File: src/rtl/uart_word_tx_if.sv
// Word handshake bundle between a word producer and uart_word_tx.
// The producer drives data/valid; the transmitter answers with ready.
interface uart_word_tx_if;
  logic [31:0] word_data;
  logic        word_valid;
  logic        word_ready;

  modport master (
    output word_data,
    output word_valid,
    input  word_ready
  );

  modport slave (
    input  word_data,
    input  word_valid,
    output word_ready
  );
endinterface

File: src/rtl/uart_word_tx.sv
// uart_word_tx: accepts one 32-bit word per valid/ready handshake and sends
// it as four 8N1 UART bytes, least-significant byte first. Each bit lasts
// WAIT clocks and uart_tx comes straight from a flop.
module uart_word_tx #(
  parameter int WAIT = 868
) (
  input  logic           clk,
  input  logic           reset,
  uart_word_tx_if.slave  s_word,
  output logic           uart_tx,
  output logic           busy
);

  localparam int            CW   = $clog2(WAIT);
  localparam logic [CW-1:0] LAST = CW'(WAIT - 1);

  typedef enum logic [1:0] {
    S_IDLE,
    S_START,
    S_DATA,
    S_STOP
  } state_t;

  state_t        r_state;
  state_t        w_state_nxt;
  logic [CW-1:0] r_cnt;
  logic [CW-1:0] w_cnt_nxt;
  logic [2:0]    r_bit;
  logic [2:0]    w_bit_nxt;
  logic [1:0]    r_byte;
  logic [1:0]    w_byte_nxt;
  logic [31:0]   r_shift;
  logic [31:0]   w_shift_nxt;
  logic          r_tx;
  logic          w_tx_nxt;
  logic          w_tick;

  // Last clock of the current bit period.
  assign w_tick = (r_cnt == LAST);

  assign s_word.word_ready = (r_state == S_IDLE);
  assign busy              = (r_state != S_IDLE);
  assign uart_tx           = r_tx;

  // Control state, counters and the line flop; reset drops any word in flight.
  always_ff @(posedge clk or negedge reset) begin
    if (!reset) begin
      r_state <= S_IDLE;
      r_cnt   <= '0;
      r_bit   <= '0;
      r_byte  <= '0;
      r_tx    <= 1'b1;
    end else begin
      r_state <= w_state_nxt;
      r_cnt   <= w_cnt_nxt;
      r_bit   <= w_bit_nxt;
      r_byte  <= w_byte_nxt;
      r_tx    <= w_tx_nxt;
    end
  end

  // Word shift register; bit 0 is always the next data bit to go out.
  always_ff @(posedge clk) begin
    r_shift <= w_shift_nxt;
  end

  // Next-state, counter and line-value decode. The line value is computed
  // from the next state so the flop presents each bit right at its boundary.
  always_comb begin
    w_state_nxt = r_state;
    w_cnt_nxt   = r_cnt;
    w_bit_nxt   = r_bit;
    w_byte_nxt  = r_byte;
    w_shift_nxt = r_shift;
    w_tx_nxt    = 1'b1;

    case (r_state)
      S_IDLE: begin
        if (s_word.word_valid) begin
          w_state_nxt = S_START;
          w_cnt_nxt   = '0;
          w_byte_nxt  = '0;
          w_shift_nxt = s_word.word_data;
        end
      end
      S_START: begin
        if (w_tick) begin
          w_state_nxt = S_DATA;
          w_cnt_nxt   = '0;
          w_bit_nxt   = '0;
        end else begin
          w_cnt_nxt = r_cnt + CW'(1);
        end
      end
      S_DATA: begin
        if (w_tick) begin
          w_cnt_nxt   = '0;
          w_shift_nxt = {1'b0, r_shift[31:1]};
          if (r_bit == 3'd7) begin
            w_state_nxt = S_STOP;
          end else begin
            w_bit_nxt = r_bit + 3'd1;
          end
        end else begin
          w_cnt_nxt = r_cnt + CW'(1);
        end
      end
      S_STOP: begin
        if (w_tick) begin
          w_cnt_nxt = '0;
          if (r_byte == 2'd3) begin
            w_state_nxt = S_IDLE;
          end else begin
            w_byte_nxt  = r_byte + 2'd1;
            w_state_nxt = S_START;
          end
        end else begin
          w_cnt_nxt = r_cnt + CW'(1);
        end
      end
      default: begin
        w_state_nxt = S_IDLE;
      end
    endcase

    case (w_state_nxt)
      S_START: w_tx_nxt = 1'b0;
      S_DATA:  w_tx_nxt = w_shift_nxt[0];
      default: w_tx_nxt = 1'b1;
    endcase
  end

endmodule

File: src/flat_wrapper.sv
// flat-port wrapper written by rule: the top's interface ports become plain ports
module uart_word_tx_flat 
#(
  parameter int WAIT = 868
)
  (clk, reset, uart_tx, busy, s_word_word_data, s_word_word_valid, s_word_word_ready);
  uart_word_tx_if s_word_i ();
  input  logic clk;
  input  logic reset;
  output logic uart_tx;
  output logic busy;
  input wire logic [$bits(s_word_i.word_data)-1:0] s_word_word_data;
  input wire logic [$bits(s_word_i.word_valid)-1:0] s_word_word_valid;
  output wire logic [$bits(s_word_i.word_ready)-1:0] s_word_word_ready;
  assign s_word_i.word_data = s_word_word_data;
  assign s_word_i.word_valid = s_word_word_valid;
  assign s_word_word_ready = s_word_i.word_ready;
  uart_word_tx #(.WAIT(WAIT)) u_core (.clk(clk), .reset(reset), .s_word(s_word_i), .uart_tx(uart_tx), .busy(busy));
endmodule
File: config.mk
export PLATFORM = sky130hd
export DESIGN_NAME = uart_word_tx_flat
export DESIGN_NICKNAME = d
export VERILOG_FILES = /design/src/rtl/uart_word_tx_if.sv /design/src/rtl/uart_word_tx.sv /design/src/flat_wrapper.sv
export SDC_FILE = /design/constraint.sdc
export NUM_CORES = 1
export LEC_CHECK = 0
export BUFFER_PORTS_ARGS = -buffer_cell sky130_fd_sc_hd__buf_2
export CELL_PAD_IN_SITES_DETAIL_PLACEMENT = 0
export CELL_PAD_IN_SITES_GLOBAL_PLACEMENT = 1
export CORE_UTILIZATION = 39
export DETAILED_ROUTE_END_ITERATION = 8
export PLACE_DENSITY = 0.78
export SLEW_MARGIN = 15
export SYNTH_ARGS = -nofsm -noshare
export SYNTH_HDL_FRONTEND = slang
export SYNTH_SLANG_ARGS = --single-unit
File: constraint.sdc
create_clock -name clk -period 5.05 [get_ports clk]
set_input_delay 0.2525 -clock clk [delete_from_list [all_inputs] [get_ports clk]]
set_output_delay 0.2525 -clock clk [all_outputs]
set_load 0.05 [all_outputs]
* After elaboration in Yosys (flattened, before gate mapping) *
Cells that the tools add are included.

operators by class
  mux-type cells = 22
  reduce and logical (&&, ||, !) cells = 9
  divide/modulo/power cells = 0
  eq/ne operators = 14
  order comparisons = 0
  bitwise logic cells = 0
  shift-type cells = 0
  add/sub/neg operators = 3
  multipliers = 0

operator list
  cell                                                             count
  32-bit 2-to-1 mux                                                2
  32-bit one-hot mux with 2 select lines                           1
  10-bit 2-to-1 mux                                                2
  10-bit one-hot mux with 2 select lines                           1
  2-bit 2-to-1 mux                                                 8
  10-bit by 1-bit adder with 10-bit output, second input constant  1
  10-bit == test, second input constant                            1
  3-bit 2-to-1 mux                                                 3
  2-bit == test, second input constant                             4
  2-bit one-hot mux with 4 select lines                            1
  4-bit AND reduction                                              2
  2-bit nonzero test                                               4
  2-bit by 1-bit != test with 1-bit output, second input constant  3
  2-bit != test, second input constant                             3
  3-bit one-hot mux with 2 select lines                            1
  2-bit by 1-bit == test with 1-bit output, second input constant  2
  2-bit one-hot mux with 2 select lines                            1
  3-bit by 1-bit adder with 3-bit output, second input constant    1
  3-bit == test, second input constant                             1
  3-bit AND reduction                                              1
  3-bit OR reduction                                               1
  2-bit by 1-bit adder with 2-bit output, second input constant    1
  2-bit logical NOT                                                1
  1-bit one-hot mux with 2 select lines                            1
  1-bit 2-to-1 mux                                                 1

storage, ports and cells
  bits in writable memories = 0
  bits in read-only memories = 0
  input bits = 35
  memories = 0
  latch bits = 0
  flip-flop bits (word level) = 50

* Longest topological paths before layout *
Gate-level depths: netlist of the first run.

  depth after elaboration = 6
  depth in mapped cells = 7
  depth with buffers taken out = 6

* Least setup slack after synthesis of the first run *
Ideal clock, no wire load.

  path type = register to register
  from = register u_core.r_cnt[0]
  to = register u_core.r_shift[10] (enable)
  period minus slack after synthesis = 3,780 ps
  required time = 4,588 ps
  data arrival time = 3,318 ps
  setup time = 462 ps
  path slack = 1,270 ps
  buffers on the path = 0
  stages on the path, launching flop included = 5
  path through = dfrtp_1 -> ha_1 -> and4bb_2 -> nand3_1 -> o21ai_0

on the way
  cells in the longest elaborated chain, start to end = 3

RTL lines
  what                                                       line                RTL
  start: declaration                                         uart_word_tx.sv:26  logic [CW-1:0] r_cnt;
  start signal: assignment                                   uart_word_tx.sv:55  r_cnt <= w_cnt_nxt;
  10-bit == test                                             uart_word_tx.sv:39  assign w_tick = (r_cnt == LAST);
  2-bit by 1-bit != test with 1-bit output (no source line)  --
  3-bit AND reduction (no source line)                       --
  end signal: assignment                                     uart_word_tx.sv:64  r_shift <= w_shift_nxt;
  end: declaration                                           uart_word_tx.sv:32  logic [31:0] r_shift;

Every way passes these cells.
A chain may end at the register's enable or synchronous reset.

==> key figures, run 1 <==
Run status
  • Run status: finished, final reports clean

Setup path
  • CP Capture Type: flop
  • Crit path max fanout: 30
  • CP max stage delay: 0.96 ns
  • Critical Path AT: 2.79 ns
  • Critical path class: flop to flop
  • Critical-path cell list: ha_1 > and4bb_2 > nand3_1 > nor2_2 > a22o_1
  • Crit path max-delay family: simple AND/OR/NAND/NOR gates
  • Worst Path Buf+Inv: 0
  • CP max-delay cell: nor2_2
  • Worst path required time: 5.23 ns
  • CP Launch Type: flop

Detailed routing
  • Residual DRC: 0
  • 1st-iter DRT viols: 110
  • WL/cell: 16.0 um
  • Antenna-violating nets left: 0
  • Final WL: 4.80 mm
  • Drt first pass iters: 4
  • Via/cell ratio: 5.55
  • Total number of vias: 1666

Clock tree
  • Setup bufs post-CTS: 0
  • CTS Sinks: 50
  • Post-cts resize count: 0
  • CTS Buffer Depth: 2
  • Root Driver: clkbuf_8
  • CTS Buf Count: 5
  • Clock transition at path regs: 0.11 ns
  • CTS tree: built
  • H-tree levels: 2
  • # hold bufs at CTS: 1
  • Worst-Skew Late Latency: 0.31 ns

Logic synthesis
  • Mapped Nets: 231
  • Post-synth EDFFs: 31
  • Post-synthesis register bit count: 50
  • Syn avg cell area: 12.3 um2
  • Ys async rst share: 36.0%
  • Largest area contributor in the netlist: edfxtp_1
  • Most frequent cell after synthesis: a22o_1
  • Cell variety after synth: 40
  • Post-synthesis sequential area ratio: 59.3%
  • Synth top area share: 39.4%
  • Most instantiated cells after synthesis: a22o_1 (37), edfxtp_1 (31), dfrtp_1 (17), o21ai_0 (17)
  • Dominant synthesized flop cell: edfxtp_1
  • Post-Syn Area: 2360 um2
  • Main area contributors after synthesis: edfxtp_1 (39%), dfrtp_1 (18%), a22o_1 (14%)
  • Synthesis Warnings: 0
  • Cells after Synth: 192

STA
  • Crit path time final: 2.61 ns
  • Final Hold Viols: 0
  • RSZ-0062 raised after global routing: false
  • Fmax: 0.383 GHz
  • Clock Skew: 0.00608 ns
  • Final period util: 51.8%
  • Slew Limit Fails: 0
  • Rel. slew slack: 24.7%
  • Slew @ Worst Pin: 1.13 ns
  • Setup TNS: 0 ns
  • Final setup violation count: 0

GRT
  • Gr usage total: 16.5%
  • Number of global-route vias before repair: 1596
  • Initial antenna violation count: 0
  • Largest net degree at the start of global routing: 32
  • GR Overflow Total: 0
  • First-pass GRT wire length: 7.91 mm

Power
  • Static Leakage: 0.00106 uW
  • Pwr per Cell Area: 364 nW/um2
  • VDD IR max: 0.000143 V
  • Clk pwr share: 26.0%
  • Psw: 313 uW
  • Seq pwr share: 56.6%
  • Comb pwr share: 17.4%
  • Sw Share: 31.7%
  • Int Power: 674 uW

Placed design
  • Area post-placement: 2600 um2
  • I/O Buffers: 37
  • DP HPWL: 3.18 mm
  • Placer Congestion: 0.763
  • Dpl cells: 291

Floorplanning
  • Initial Util: 41.7%
  • I/O pin total: 38
  • DIE HEIGHT: 79.9 um
  • DIE WIDTH: 79.9 um
  • Die area: 6380 um2
  • Core box area: 5680 um2
  • Rows: 27

Cells and area
  • Layout Nets: 266
  • Layout cell share with drive strength beyond 1: 25.4%
  • Filler Cell Count: 530
  • Post-Layout Cell Count: 300
  • Antenna diodes: 0
  • Area Growth Syn to Fin: 14.7%
  • Fin area: 2710 um2

Job
  • Max Cap Viol: 0

Min path
  • Hold Path Class: input port to flop
layout make-up:
type	instances	area [um2]	share of cell area, %
Clock buffer	5	68.8	2.54
Tap cell	72	90.1	3.32
Inverter	2	7.51	0.277
Multi-Input combinational cell	129	911	33.6
Sequential cell	50	1400	51.7
Timing Repair Buffer	39	203	7.48
Clock inverter	3	28.8	1.06
final timing paths:
kind                       cells after the start  slack, ns                  from            endpoint
setup / recovery                               5       2.44       u_core.r_cnt[0]  u_core.r_shift[10]
hold / removal                                 2       0.22  s_word_word_data[15]  u_core.r_shift[15]
setup reg to reg                               5       2.44       u_core.r_cnt[0]  u_core.r_shift[10]
hold reg to reg                                1       0.52       u_core.r_cnt[9]     u_core.r_cnt[9]
max in group asynchronous                      2       4.31                 reset      u_core.uart_tx
min in group asynchronous                      2       0.40                 reset    u_core.r_byte[0]
state kept, by name, summed over array words and instances, names as in the netlist:
register / flops
u_core.r_shift: 32
u_core.r_cnt: 10
u_core.r_byte: 2
u_core.r_bit: 3
u_core.r_state: 2
u_core.uart_tx: 1
placed cells by master, fill, tap and decap left out, drive strengths merged, types with 2 or more instances in the layout:
master	netlist	final
clkbuf	4	5
and3	3	3
a211oi	2	2
nand2b	2	2
nand4	2	2
nand2	12	12
and2	3	3
buf	7	38
a31oi	4	4
edfxtp	31	31
mux2i	2	2
nor2	12	12
a22o	37	37
nand3	4	4
a21oi	4	4
o41ai	2	2
ha	4	4
o31ai	3	3
nor3	4	4
o21ai	17	17
dfrtp	17	17
inv	2	4
layer usage:
metal / track usage [%] / vias to the layer above / part of all wire [%]
li1: - / 829 / -
met1: 23.4 / 788 / 51
met2: 24.6 / 44 / 44
met3: 3.66 / 5 / 4.6
met4: 5.89 / 0 / 1.1
met5: 0 / - / 0
logic make-up after synthesis:
family	Yosys count	synth area share [%]
AO/OA/AOI/OAI	72	23.2
XOR/XNOR	1	0.370
adder cells (fa/ha/maj)	4	2.12
buffers and inverters	13	2.43
flip-flops	50	59.3
multiplexers	3	1.32
AND/OR/NAND/NOR	49	11.3
through the flow:
step	util (%)	total power (uW)	worst slack [ns]	hold WS, ns
global placement	45.9	733	2.48	0.211
CTS	47.8	993	2.41	0.217
detailed placement	45.9	739	2.46	0.217
global route	47.8	1050	2.21	0.205
floorplan	-	681	1.27	-0.0431
finish	47.8	987	2.44	0.224
power by group through the flow:
stage	Clock, uW	Sequential, uW	Combinational [uW]
after global routing	278	572	198
after detailed placement	0	566	173
final	257	559	171
after global placement	0	565	168
after CTS	261	558	173
after floorplan	0	551	131
No activity file was read; power rests on OpenSTA's default activity.
==> run 2: changes to the inputs <==
- clock period: 5.05 -> 2.5 ns (I/O delays scaled with it)
==> run 2 against run 1 <==
Effect of this change: non-clock buffer count grew 8; critical path depth unchanged; global-route usage is 0.34 points higher; largest cell class unchanged; hold slack got worse by 0.11 ns; final area up 2.6%; maximum frequency up 29%; setup slack worse by 2.0 ns; largest power group unchanged; sequential share of layout area shrank 1.3 points; core utilization increased by 1.2 points; highest routed layer unchanged; routed wire length up 1.9%.
==> key figures, run 2 (synthesized netlist as in run 1, its figures left out) <==
Clock tree
  • CTS tree: built (unchanged)
  • Post-cts resize count: 0 (unchanged)
  • CTS Buffer Depth: 2 (unchanged)
  • H-tree levels: 2 (unchanged)
  • Clock transition at path regs: 0.09 ns (was 0.11 ns)
  • Root Driver: clkbuf_8 (unchanged)
  • Worst-Skew Late Latency: 0.30 ns (was 0.31 ns)
  • CTS Buf Count: 5 (unchanged)
  • CTS Sinks: 50 (unchanged)

STA
  • Crit path time final: 2.03 ns (was 2.61 ns)
  • Min Hold Slack: 0.117 ns (was 0.224 ns)
  • Final Hold Viols: 0 (unchanged)
  • Slew Limit Fails: 0 (unchanged)
  • Setup TNS: 0 ns (unchanged)
  • Slew @ Worst Pin: 0.658 ns (was 1.13 ns)
  • Fmax: 0.492 GHz (was 0.383 GHz)
  • RSZ-0062 raised after global routing: false (unchanged)
  • Final period util: 81.4% (was 51.8%)
  • Final setup violation count: 0 (unchanged)
  • Clock Skew: 0.00814 ns (was 0.00608 ns)
  • Rel. slew slack: 56.1% (was 24.7%)

Power
  • VDD IR max: 0.000251 V (was 0.000143 V)
  • Pwr per Cell Area: 712 nW/um2 (was 364 nW/um2)
  • Static Leakage: 0.00110 uW (was 0.00106 uW)

Cells and area
  • Largest register FFs: 32 (unchanged)
  • Fin area: 2780 um2 (was 2710 um2)
  • Top reg by flops: u_core.r_shift (unchanged)
  • Most frequent cells in the layout: a22o_1 (37), buf_2 (37), edfxtp_1 (31) (unchanged)
  • Biggest regs: u_core.r_shift: 32 flops, u_core.r_cnt: 10 flops, u_core.r_bit: 3 flops (unchanged)
  • Post-Layout Cell Count: 308 (was 300)
  • Layout Nets: 274 (was 266)
  • Layout cell share with drive strength beyond 1: 28.0% (was 25.4%)
  • Area Growth Syn to Fin: 17.6% (was 14.7%)
  • Antenna diodes: 0 (unchanged)

GRT
  • Initial antenna violation count: 0 (unchanged)
  • Largest net degree at the start of global routing: 32 (unchanged)
  • Gr usage total: 16.8% (was 16.5%)
  • GR Overflow Total: 0 (unchanged)
  • First-pass GRT wire length: 8.20 mm (was 7.91 mm)
  • Number of global-route vias before repair: 1691 (was 1596)

Detailed routing
  • Final WL: 4.89 mm (was 4.80 mm)
  • 1st-iter DRT viols: 68 (was 110)
  • Drt first pass iters: 5 (was 4)
  • Antenna-violating nets left: 0 (unchanged)
  • WL/cell: 15.9 um (was 16.0 um)
  • Via/cell ratio: 5.62 (was 5.55)
  • Total number of vias: 1730 (was 1666)
  • Residual DRC: 0 (unchanged)

Setup path
  • Worst reg2reg path startpoint: u_core.r_cnt[0] (unchanged)
  • Worst Setup SP: u_core.r_cnt[0] (unchanged)
  • Critical path class: flop to flop (unchanged)
  • FF-to-FF path depth: 5 (unchanged)
  • CP Capture Type: flop (unchanged)
  • Worst Setup EP: u_core.r_shift[8] (was u_core.r_shift[10])
  • Critical Path AT: 2.19 ns (was 2.79 ns)
  • Crit path max fanout: 30 (unchanged)
  • Worst r2r dst: u_core.r_shift[8] (was u_core.r_shift[10])
  • R2r setup slk: 0.47 ns (was 2.44 ns)
  • CP Launch Type: flop (unchanged)
  • Worst path required time: 2.66 ns (was 5.23 ns)

Floorplanning
  • I/O pin total: 38 (unchanged)
  • DIE WIDTH: 79.9 um (unchanged)
  • Initial Util: 41.7% (unchanged)
  • Rows: 27 (unchanged)
  • DIE HEIGHT: 79.9 um (unchanged)
  • Die area: 6380 um2 (unchanged)
  • Core box area: 5680 um2 (unchanged)

Job
  • Max Cap Viol: 0 (unchanged)

Placed design
  • I/O Buffers: 37 (unchanged)
  • DP HPWL: 3.30 mm (was 3.18 mm)
  • Placer Congestion: 0.786 (was 0.763)
  • Dpl cells: 299 (was 291)
  • Area post-placement: 2680 um2 (was 2600 um2)

Min path
  • Hold Path Class: input port to flop (unchanged)

Run status
  • Run status: finished, final reports clean (unchanged)
==> run 2: cell types whose count changed in the layout (fill, tap and decap cells not counted) <==
cell,change
buf_4,+7
buf_12,+1
clkinv_2,+1
clkinvlp_4,+1
inv_6,-1
inv_8,-1
nor2_2,-1
nor2_4,+1
==> run 2: per-layer routing <==
layer | global-route usage, % | wire length (um)
met2 | 24.6 | 2140
met5 | 0 | 0
met1 | 24.3 | 2480
met3 | 3.43 | 203
met4 | 6.25 | 72
==> run 2: cell type report <==
class / count / area [um2]
clock buffers: 5 / 68.8
clock inverters: 3 / 21.3
fillers: 528 / 2890
inverters: 2 / 7.51
multi-input cells: 129 / 916
flip-flops and latches: 50 / 1400
well taps: 72 / 90.1
repair buffers: 47 / 275
==> run 2: worst max-delay path, cell delays in order (launching register included) <==
cell and delay [ns]:
dfrtp_1 0.41, ha_1 0.26, and4bb_2 0.28, nand3_1 0.14, nor2_4 0.54, a22o_1 0.26
==> run 2: where the power goes <==
group	total [uW]	switching [uW]	leakage [uW]	internal, uW
clock	461	264	0.0000441	197
combinational	413	217	0.000553	196
sequential	1110	124	0.000499	981
total	1980	605	0.00110	1370
==> run 2: worst min path at each step <==
stage,from,to,slack (ns),cells after the start
6_report,s_word_word_data[19],u_core.r_shift[19],0.12,2
5_1_grt,s_word_word_data[1],u_core.r_shift[1],0.11,2
4_1_cts,s_word_word_data[19],u_core.r_shift[19],0.11,2
3_5_place_dp,reset,u_core.r_bit[1],0.1,1
3_3_place_gp,reset,u_core.r_bit[1],0.09,1
2_1_floorplan,reset,u_core.r_bit[0],-0.17,0
==> run 2: through the flow <==
stage / setup WS, ns / total power (uW) / util (%)
2_1_floorplan: 0.136 / 1380 / -
3_3_place_gp: 0.162 / 1520 / 47.2
3_5_place_dp: 0.156 / 1530 / 47.2
4_1_cts: 0.125 / 2000 / 48.9
5_1_grt: 0.303 / 2110 / 49.0
6_report: 0.466 / 1980 / 49.0
==> run 2: repair_timing <==
| action | 4_1_cts | 5_1_grt |
|---|---|---|
| buffers inserted | 0 | 0 |
| hold buffers | 1 | 0 |
| hold endpoints to repair | 17 | 0 |
